File: src/rtl/stack_sequencer.sv
// ---------------------------------------------------------------------------
// stack_sequencer
//
// Loads a small program of {opcode, operand} words, then replays it one
// instruction per clock into an external stack ALU.  A shadow copy of the
// stack depth lets the sequencer refuse instructions that would overflow or
// underflow the stack before they are ever driven.  When the program ends
// (halt opcode or last loaded word), the final top of stack is captured.
//
// Opcodes: 0 nop, 1 halt, 2/3 illegal, 4 add, 5 mul, 6 push, 7 pop.
//
// Ports
//   clk           clock, all state updates on the rising edge
//   rst_n         asynchronous active-low reset
//   load_valid    program word offered
//   load_data     {opcode[2:0], operand[WIDTH-1:0]}
//   load_ready    word accepted when high together with load_valid
//   start         single-cycle request to run the loaded program
//   stk_opcode    opcode to the stack ALU (0 when not issuing)
//   stk_in        operand to the stack ALU (held when not issuing)
//   stk_out       stack top value from the ALU
//   stk_overflow  overflow flag from the ALU
//   busy          high while running or draining
//   done          one-cycle pulse on successful completion
//   error         sticky fault flag, cleared by the next accepted start
//   err_code      1 overflow, 2 underflow, 3 illegal opcode
//   result        top of stack captured at completion
// ---------------------------------------------------------------------------
module stack_sequencer #(
    parameter int WIDTH       = 8,
    parameter int PROG_DEPTH  = 16,
    parameter int STACK_DEPTH = 8
) (
    input  logic             clk,
    input  logic             rst_n,
    input  logic             load_valid,
    input  logic [WIDTH+2:0] load_data,
    output logic             load_ready,
    input  logic             start,
    output logic [2:0]       stk_opcode,
    output logic [WIDTH-1:0] stk_in,
    input  logic [WIDTH-1:0] stk_out,
    input  logic             stk_overflow,
    output logic             busy,
    output logic             done,
    output logic             error,
    output logic [1:0]       err_code,
    output logic [WIDTH-1:0] result
);

    localparam int AW = (PROG_DEPTH > 1) ? $clog2(PROG_DEPTH) : 1;
    localparam int CW = AW + 1;                   // counts 0..PROG_DEPTH
    localparam int DW = $clog2(STACK_DEPTH + 1);  // counts 0..STACK_DEPTH

    localparam logic [1:0] S_IDLE  = 2'd0;
    localparam logic [1:0] S_RUN   = 2'd1;
    localparam logic [1:0] S_DRAIN = 2'd2;

    localparam logic [2:0] OP_NOP  = 3'd0;
    localparam logic [2:0] OP_HALT = 3'd1;
    localparam logic [2:0] OP_ADD  = 3'd4;
    localparam logic [2:0] OP_MUL  = 3'd5;
    localparam logic [2:0] OP_PUSH = 3'd6;
    localparam logic [2:0] OP_POP  = 3'd7;

    localparam logic [1:0] E_OVF   = 2'd1;
    localparam logic [1:0] E_UNDER = 2'd2;
    localparam logic [1:0] E_ILL   = 2'd3;

    // Program buffer: written in IDLE, read through a register so it maps
    // onto block RAM.
    logic [WIDTH+2:0] prog [PROG_DEPTH];
    logic [WIDTH+2:0] instr_reg;
    logic [AW-1:0]    rd_addr;
    logic             wr_en;

    logic [1:0]       state_reg,      state_next;
    logic [CW-1:0]    count_reg,      count_next;
    logic [CW-1:0]    pc_reg,         pc_next;
    logic [DW-1:0]    depth_reg,      depth_next;
    logic [2:0]       stk_opcode_reg, stk_opcode_next;
    logic [WIDTH-1:0] stk_in_reg,     stk_in_next;
    logic [WIDTH-1:0] result_reg,     result_next;
    logic             done_reg,       done_next;
    logic             error_reg,      error_next;
    logic [1:0]       err_code_reg,   err_code_next;

    logic [2:0]       instr_op;
    logic [WIDTH-1:0] instr_arg;
    logic [CW-1:0]    pc_plus1;
    logic             end_prog;
    logic [1:0]       pre_fault;
    logic             take_fault;
    logic [1:0]       fault_code;

    assign instr_op  = instr_reg[WIDTH+2:WIDTH];
    assign instr_arg = instr_reg[WIDTH-1:0];
    assign pc_plus1  = pc_reg + CW'(1);
    // pc==count is checked first: the word at prog[count] is stale.
    assign end_prog  = (pc_reg == count_reg) || (instr_op == OP_HALT);

    assign load_ready = (state_reg == S_IDLE) && (count_reg < CW'(PROG_DEPTH));
    assign busy       = (state_reg == S_RUN) || (state_reg == S_DRAIN);
    assign stk_opcode = stk_opcode_reg;
    assign stk_in     = stk_in_reg;
    assign done       = done_reg;
    assign error      = error_reg;
    assign err_code   = err_code_reg;
    assign result     = result_reg;

    // Precondition check against the shadow depth of the current instruction.
    always_comb begin
        pre_fault = 2'd0;
        case (instr_op)
            OP_PUSH:        if (depth_reg == DW'(STACK_DEPTH)) pre_fault = E_OVF;
            OP_POP:         if (depth_reg == '0)               pre_fault = E_UNDER;
            OP_ADD, OP_MUL: if (depth_reg < DW'(2))            pre_fault = E_UNDER;
            3'd2, 3'd3:     pre_fault = E_ILL;
            default:        pre_fault = 2'd0;
        endcase
    end

    always_comb begin
        state_next      = state_reg;
        count_next      = count_reg;
        pc_next         = pc_reg;
        depth_next      = depth_reg;
        stk_opcode_next = OP_NOP;
        stk_in_next     = stk_in_reg;
        result_next     = result_reg;
        done_next       = 1'b0;
        error_next      = error_reg;
        err_code_next   = err_code_reg;
        wr_en           = 1'b0;
        rd_addr         = '0;
        take_fault      = 1'b0;
        fault_code      = 2'd0;

        case (state_reg)
            S_IDLE: begin
                if (load_valid && load_ready) begin
                    wr_en      = 1'b1;
                    count_next = count_reg + CW'(1);
                end
                // rd_addr is 0 here, so prog[0] is already in instr_reg
                // when RUN begins.
                if (start && (count_reg != '0)) begin
                    state_next    = S_RUN;
                    pc_next       = '0;
                    depth_next    = '0;
                    error_next    = 1'b0;
                    err_code_next = 2'd0;
                end
            end
            S_RUN: begin
                // Prefetch the next word so it lands in instr_reg on time.
                rd_addr = pc_plus1[AW-1:0];
                if (!end_prog && (pre_fault != 2'd0)) begin
                    take_fault = 1'b1;
                    fault_code = pre_fault;
                end else if (stk_overflow) begin
                    take_fault = 1'b1;
                    fault_code = E_OVF;
                end else if (end_prog) begin
                    state_next = S_DRAIN;
                end else begin
                    stk_opcode_next = instr_op;
                    stk_in_next     = instr_arg;
                    pc_next         = pc_plus1;
                    case (instr_op)
                        OP_PUSH:                depth_next = depth_reg + DW'(1);
                        OP_POP, OP_ADD, OP_MUL: depth_next = depth_reg - DW'(1);
                        default:                depth_next = depth_reg;
                    endcase
                end
            end
            S_DRAIN: begin
                // The last issued operation has settled in the ALU by now.
                if (stk_overflow) begin
                    take_fault = 1'b1;
                    fault_code = E_OVF;
                end else begin
                    result_next = stk_out;
                    done_next   = 1'b1;
                    count_next  = '0;
                    state_next  = S_IDLE;
                end
            end
            default: state_next = S_IDLE;
        endcase

        if (take_fault) begin
            state_next      = S_IDLE;
            error_next      = 1'b1;
            err_code_next   = fault_code;
            count_next      = '0;
            stk_opcode_next = OP_NOP;
        end
    end

    always_ff @(posedge clk) begin
        if (wr_en) begin
            prog[count_reg[AW-1:0]] <= load_data;
        end
        instr_reg <= prog[rd_addr];
    end

    always_ff @(posedge clk or negedge rst_n) begin
        if (!rst_n) begin
            state_reg      <= S_IDLE;
            count_reg      <= '0;
            pc_reg         <= '0;
            depth_reg      <= '0;
            stk_opcode_reg <= OP_NOP;
            stk_in_reg     <= '0;
            result_reg     <= '0;
            done_reg       <= 1'b0;
            error_reg      <= 1'b0;
            err_code_reg   <= 2'd0;
        end else begin
            state_reg      <= state_next;
            count_reg      <= count_next;
            pc_reg         <= pc_next;
            depth_reg      <= depth_next;
            stk_opcode_reg <= stk_opcode_next;
            stk_in_reg     <= stk_in_next;
            result_reg     <= result_next;
            done_reg       <= done_next;
            error_reg      <= error_next;
            err_code_reg   <= err_code_next;
        end
    end

endmodule

File: config.mk
export PLATFORM = sky130hd
export DESIGN_NAME = stack_sequencer
export DESIGN_NICKNAME = d
export VERILOG_FILES = /design/src/rtl/stack_sequencer.sv
export SDC_FILE = /design/constraint.sdc
export NUM_CORES = 1
export LEC_CHECK = 0
export CORE_UTILIZATION = 66
export CTS_BUF_LIST = sky130_fd_sc_hd__clkbuf_4 sky130_fd_sc_hd__clkbuf_8
export DETAILED_ROUTE_END_ITERATION = 10
export HOLD_SLACK_MARGIN = 0.12
export PLACE_DENSITY = 0.87
export SYNTH_ARGS = -nofsm -noshare
export SYNTH_HDL_FRONTEND = slang
export SYNTH_SLANG_ARGS = --single-unit
File: constraint.sdc
create_clock -name clk -period 3.66 [get_ports clk]
set_input_delay 0.732 -clock clk [delete_from_list [all_inputs] [get_ports clk]]
set_output_delay 0.732 -clock clk [all_outputs]
set_load 0.05 [all_outputs]
**Word-level counts from Yosys, hierarchy flattened**

Memories as Yosys holds them, arrays and structs flattened. A register that Yosys moved wholly into a read port is not among the register bits.
Cells that the tools add are included.

- Bits in registers: 39
- Memory bits (writable): 176
- Input port bits: 24
- Output and inout port bits: 25
- Logic and storage cells: 117
- Memories kept: 1

Memories:

| memory | words | bits a word | rd ports | clocked after Yosys merged registers in | write ports | line | text |
|---|---|---|---|---|---|---|---|
| prog | 16 | 11 | 1 | 1 | 1 | 72 | `logic [WIDTH+2:0] prog [PROG_DEPTH];` |

- Add/subtract/negate cells: 4
- Magnitude comparators: 2
- Equality and inequality tests: 22
- Multiplexer cells: 50
- Bitwise gates (word level): 3
- Reduce and logical (&&, ||, !) cells: 25

Operators with widths:

| kind | number |
|---|---|
| 2-to-1 mux 5 bit | 7 |
| 2-to-1 mux 2 bit | 12 |
| 2-to-1 mux 4 bit | 5 |
| one-hot mux 5 bit (2 select lines) | 2 |
| one-hot mux 4 bit (2 select lines) | 2 |
| 2-to-1 mux 3 bit | 5 |
| 2-to-1 mux 1 bit | 13 |
| == test 3 bit, second input constant | 4 |
| != test 3 bit, second input constant | 4 |
| adder 5 x 1 -> 5 bit, second input constant | 2 |
| AND reduction 5 bit | 2 |
| one-hot mux 2 bit (4 select lines) | 1 |
| nonzero test 2 bit | 4 |
| == test 3 x 2 -> 1 bit, second input constant | 2 |
| != test 2 bit, second input constant | 3 |
| != test 3 x 2 -> 1 bit, second input constant | 2 |
| one-hot mux 2 bit (3 select lines) | 1 |
| AND reduction 6 bit | 1 |
| == test 5 bit | 1 |
| less-than comparator 5 bit, second input constant | 1 |
| nonzero test 5 bit | 1 |
| adder 4 x 1 -> 4 bit, second input constant | 1 |
| == test 4 bit, second input constant | 1 |
| logical AND 1 bit | 4 |
| other kinds (20) | 25 |

**Depth between registers and ports, before layout**

Gate-level depths: netlist of the first run.

- Depth after elaboration: 9
- Mapped depth: 12
- Mapped depth without buffers: 9

**Least setup slack after synthesis of the first run**

No wires, ideal clock.

- Path type: register -> register
- From: reg state_reg[0]
- To: mem prog[3][0] (netlist name), enable pin
- Library setup time: 393 ps
- Arrival: 2734 ps
- Required time: 3267 ps
- Path slack: 533 ps
- Cell stages (with the launch flop): 7
- Path buffers: 0
- Path through: dfrtp_1 inv_1 ha_1 nor2b_1 and2_1 nand2_1 nor3_1

- Cells in the longest elaborated chain, start to end: 7

Ends and longest elaborated chain:

| item | line | text |
|---|---|---|
| from (decl) | 77 | `logic [1:0] state_reg, state_next;` |
| from (signal assigned) | 221 | `state_reg <= state_next;` |
| zero test 2 bit | 102 | `assign load_ready = (state_reg == S_IDLE) && (count_reg < CW'(PROG_DEPTH));` |
| logical AND 1 bit | 102 |  |
| named net load_ready | 38 | `output logic load_ready,` |
| logical AND 1 bit | 141 | `if (load_valid && load_ready) begin` |
| 2-to-1 mux 1 bit | 141 |  |
| 2-to-1 mux 1 bit | 139 | `case (state_reg)` |
| 2-to-1 mux 1 bit | 202 | `if (wr_en) begin` |
| 2-to-1 mux 1 bit (implied by the code) | 203 | `prog[count_reg[AW-1:0]] <= load_data;` |
| to (decl) | 72 |  |

The timed path passes the listed nets, and every way through them passes these cells.

**Worst setup path after layout of the first run**

- From: reg state_reg[0]
- To: out load_ready

- Cells in the longest elaborated chain, start to end: 2

Ends and longest elaborated chain:

| item | line |
|---|---|
| zero test 2 bit | 102 |
| logical AND 1 bit | 102 |
| to (decl) | 38 |

No other way between the ends.

==> qor.yml, run 1 <==
logic_synthesis:
  synth-compound-area-share_pct: 5.574
  syn-num-nets: 588
  synth_top_family_by_area: "multiplexers"
  yosys.area_share.adder_pct: 1.565
  synth-simple-area-share_pct: 4.926
  netlist_area_um2: 9271
  ys_ff_latch: 226
  ys_async_sr_fraction_pct: 17.26
  synth_area_per_cell_um2: 16.77
  synth_xor_area_share_pct: 0.9447
  synth_flop_cell: "edfxtp_1"
  syn_inst: 553
  synth_edf_count: 176
  synth-seq-area-share_pct: 69.91
  muxShareOfSynthArea_pct: 15.20
  yosysWarnings: 0
  ys_types: 63
pwr:
  vdd_drop_max_uv: 433.2
  power.density_nw_per_um2: 737.1
  leakage_nw: 3.840
timing:
  timing.final.ws_setup_ps: 479.6
  setup_tns_ps: 0
  fmax_ghz: 0.3144
  holdWs_ps: 314.3
  final_max_slew_viol_count: 0
  fin_crit_sh_pct: 86.90
  slew_headroom_pct: 42.01
  rsz0062_at_grt: "no"
  post-route-min-period_ps: 3180
  hold_viol_final: 0
  worstMarginPinSlew_ps: 867.8
  setup_violations: 0
  skew_ps: 19.62
die:
  rows: 42
  die_h_um: 120.5
  die_w_um: 120.5
  die_area_um2: 14530
  core_um2: 13450
  io_pins: 49
  initial_utilization_pct: 68.92
final_layout:
  regArea_um2: 6482
  largest_reg_flops: 176
  drive_above_1_share_pct: 20.03
  fillers: 669
  areaGrowthSynthToFinish_pct: 17.35
  multi_input_area_um2: 2650
  nNetsFinal: 678
detailed_routing:
  via_count: 5518
  wl_per_cell_um: 25.48
  drc: 0
  antenna_left: 0
  avgViaCountPerCell: 6.522
  drt_wl_total_mm: 21.56
  first_pass_iters: 5
  first_iter_violations: 689
clock_tree:
  cts_resized: 0
  clk_latency_ps: 520
  cts_hold_buf: 0
  cts_sinks: 226
  cts_tree: "yes"
  clk_pin_slew_ps: 60
  root_buffer: "clkbuf_8"
  cts_buffers: 36
  htree_levels: 2
  post-cts-setup-buffers: 0
  clock_path_buffers: 3
global_routing:
  grt_pass1_wl_mm: 32.78
  overflow: 0
  antenna_found_initial: 2
  grt_max_degree: 40
  track_usage_pct: 31.67
  grt_pass1_vias: 5723
setup_path:
  r2r_start: "state_reg[1]"
  r2r-end: "instr_reg[5]"
  cp-start-kind: "flip-flop"
  cpMaxStageDelayCell: "clkdlybuf4s50_1"
  slowest_delay_ps: 840
  crit_type: "flip-flop to primary output"
  crit_start: "state_reg[0]"
  crit_end: "load_ready"
  reg2reg_depth: 8
  path_cells: "inv_1 -> ha_1 -> nor2b_1 -> clkdlybuf4s50_1"
  crit_path_max_fanout: 9
  worstPathArrival_ps: 2450
  crit_required_ps: 2930
  end_kind: "primary output"
  reg2reg_setup_slack_ps: 880
placed_design:
  pre_cts_ws_ps: 837.0
  port-buffer-count: 48
  dp_hpwl_mm: 12.36
  gp_congestion: 0.8927
flow_run:
  cap_viol_max_count: 0
hold_path:
  hold_path.class: "input port to asynchronous set/reset pin"
run_status:
  status: "finished, final reports clean"
## cell type report
type / count / area share (%)
timing repair buffer: 77 / 6.601
antenna: 1 / 0.02300
clock inverter: 10 / 0.6210
inverter: 14 / 0.4830
multi-input combinational: 288 / 24.36
sequential: 226 / 59.58
tap: 176 / 2.024
clock buffer: 54 / 6.313
## layout by cell type (no fill, tap or decap), types with 11 or more instances in the layout
master and n:
dfrtp_1 38, buf_4 27, nor2_1 20, inv_1 13, clkbuf_8 45, clkdlybuf4s50_1 47, edfxtp_1 176, o22ai_1 12
dfxtp_1 11, mux4_2 22, o21ai_0 16, mux2i_1 71, nand2_1 21
## per-stage QoR
| stage | total power (W) | util [%] | cell area [µm²] | cells |
|---|---|---|---|---|
| floorplan | 0.005019 | - | 9271 | 553 |
| global placement | 0.005690 | 75.25 | 10120 | 781 |
| detailed placement | 0.005780 | 75.25 | 10120 | 781 |
| CTS | 0.008030 | 80.86 | 10880 | 845 |
| global route | 0.008319 | 80.86 | 10880 | 845 |
| finish | 0.008020 | 80.88 | 10880 | 846 |
## where the power goes
part           total [W]  switching, W  internal [W]  leakage, nW
Clock            0.00223      0.000963       0.00127        0.400
Combinational    0.00254       0.00151       0.00103         1.28
Sequential       0.00325      0.000241       0.00301         2.16
## routing by layer
metal	up-vias	routed length (µm)	GRT usage, %
li1	2361	-	-
met1	2775	8232	40.83
met2	316	10740	51.65
met3	64	1762	7.783
met4	2	804	13.97
met5	-	13	0
## critical path, delay by kind of cell, from the launching register on
family / cells / cell delay (ps)
flops: 1 / 380
simple gates: 1 / 260
buf+inv: 2 / 940
fa+ha+maj: 1 / 350
## cells in the mapped netlist, types with 4 or more instances
library cell / number / area (µm²)
nor2_1: 21 / 78.83
edfxtp_1: 176 / 5285
nand2_1: 21 / 78.83
mux2_1: 10 / 112.6
o21ai_0: 16 / 80.08
nor3_1: 12 / 60.06
xor2_1: 9 / 78.83
o22ai_1: 12 / 75.07
clkbuf_1: 10 / 37.54
dfrtp_1: 39 / 975.9
o221ai_1: 10 / 87.58
nand2b_1: 4 / 25.02
nand3_1: 4 / 20.02
mux4_2: 22 / 495.5
ha_1: 10 / 125.1
buf_1: 4 / 15.01
buf_2: 7 / 35.03
dfxtp_1: 11 / 220.2
mux2_2: 8 / 90.09
inv_1: 13 / 48.80
nor2b_1: 5 / 31.28
and2_1: 4 / 25.02
mux2i_1: 71 / 710.7
## cells by family (layout without fill, tap and decap cells)
logic type,Yosys count,after routing
adders and majority gates,11,11
and+or+nand+nor,86,86
other,0,1
AOI/OAI and AO/OA,70,70
buffers and inverters,39,155
muxes,111,111
DFF,226,226
xor gates and xnor gates,10,10
## worst min-delay path by stage
stage / startpoint / end / depth (start not counted)
6_report: rst_n / count_reg[2] / 1
5_1_grt: rst_n / err_code[1] / 1
4_1_cts: rst_n / pc_reg[1] / 1
3_5_place_dp: instr_reg[7] / stk_in[7] / 1
3_3_place_gp: instr_reg[7] / stk_in[7] / 1
2_1_floorplan: instr_reg[0] / stk_in[0] / 1
Power figures use the tool's default switching activity.
==> run 2: changes to the inputs <==
--- a/config.mk
+++ b/config.mk
@@ -10,6 +10,7 @@
 export DETAILED_ROUTE_END_ITERATION = 10
 export HOLD_SLACK_MARGIN = 0.12
 export PLACE_DENSITY = 0.87
+export SLEW_MARGIN = 15
 export SYNTH_ARGS = -nofsm -noshare
 export SYNTH_HDL_FRONTEND = slang
 export SYNTH_SLANG_ARGS = --single-unit
==> results of run 2 <==
No change in the layout: final DEF, timing and power equal those of run 1.
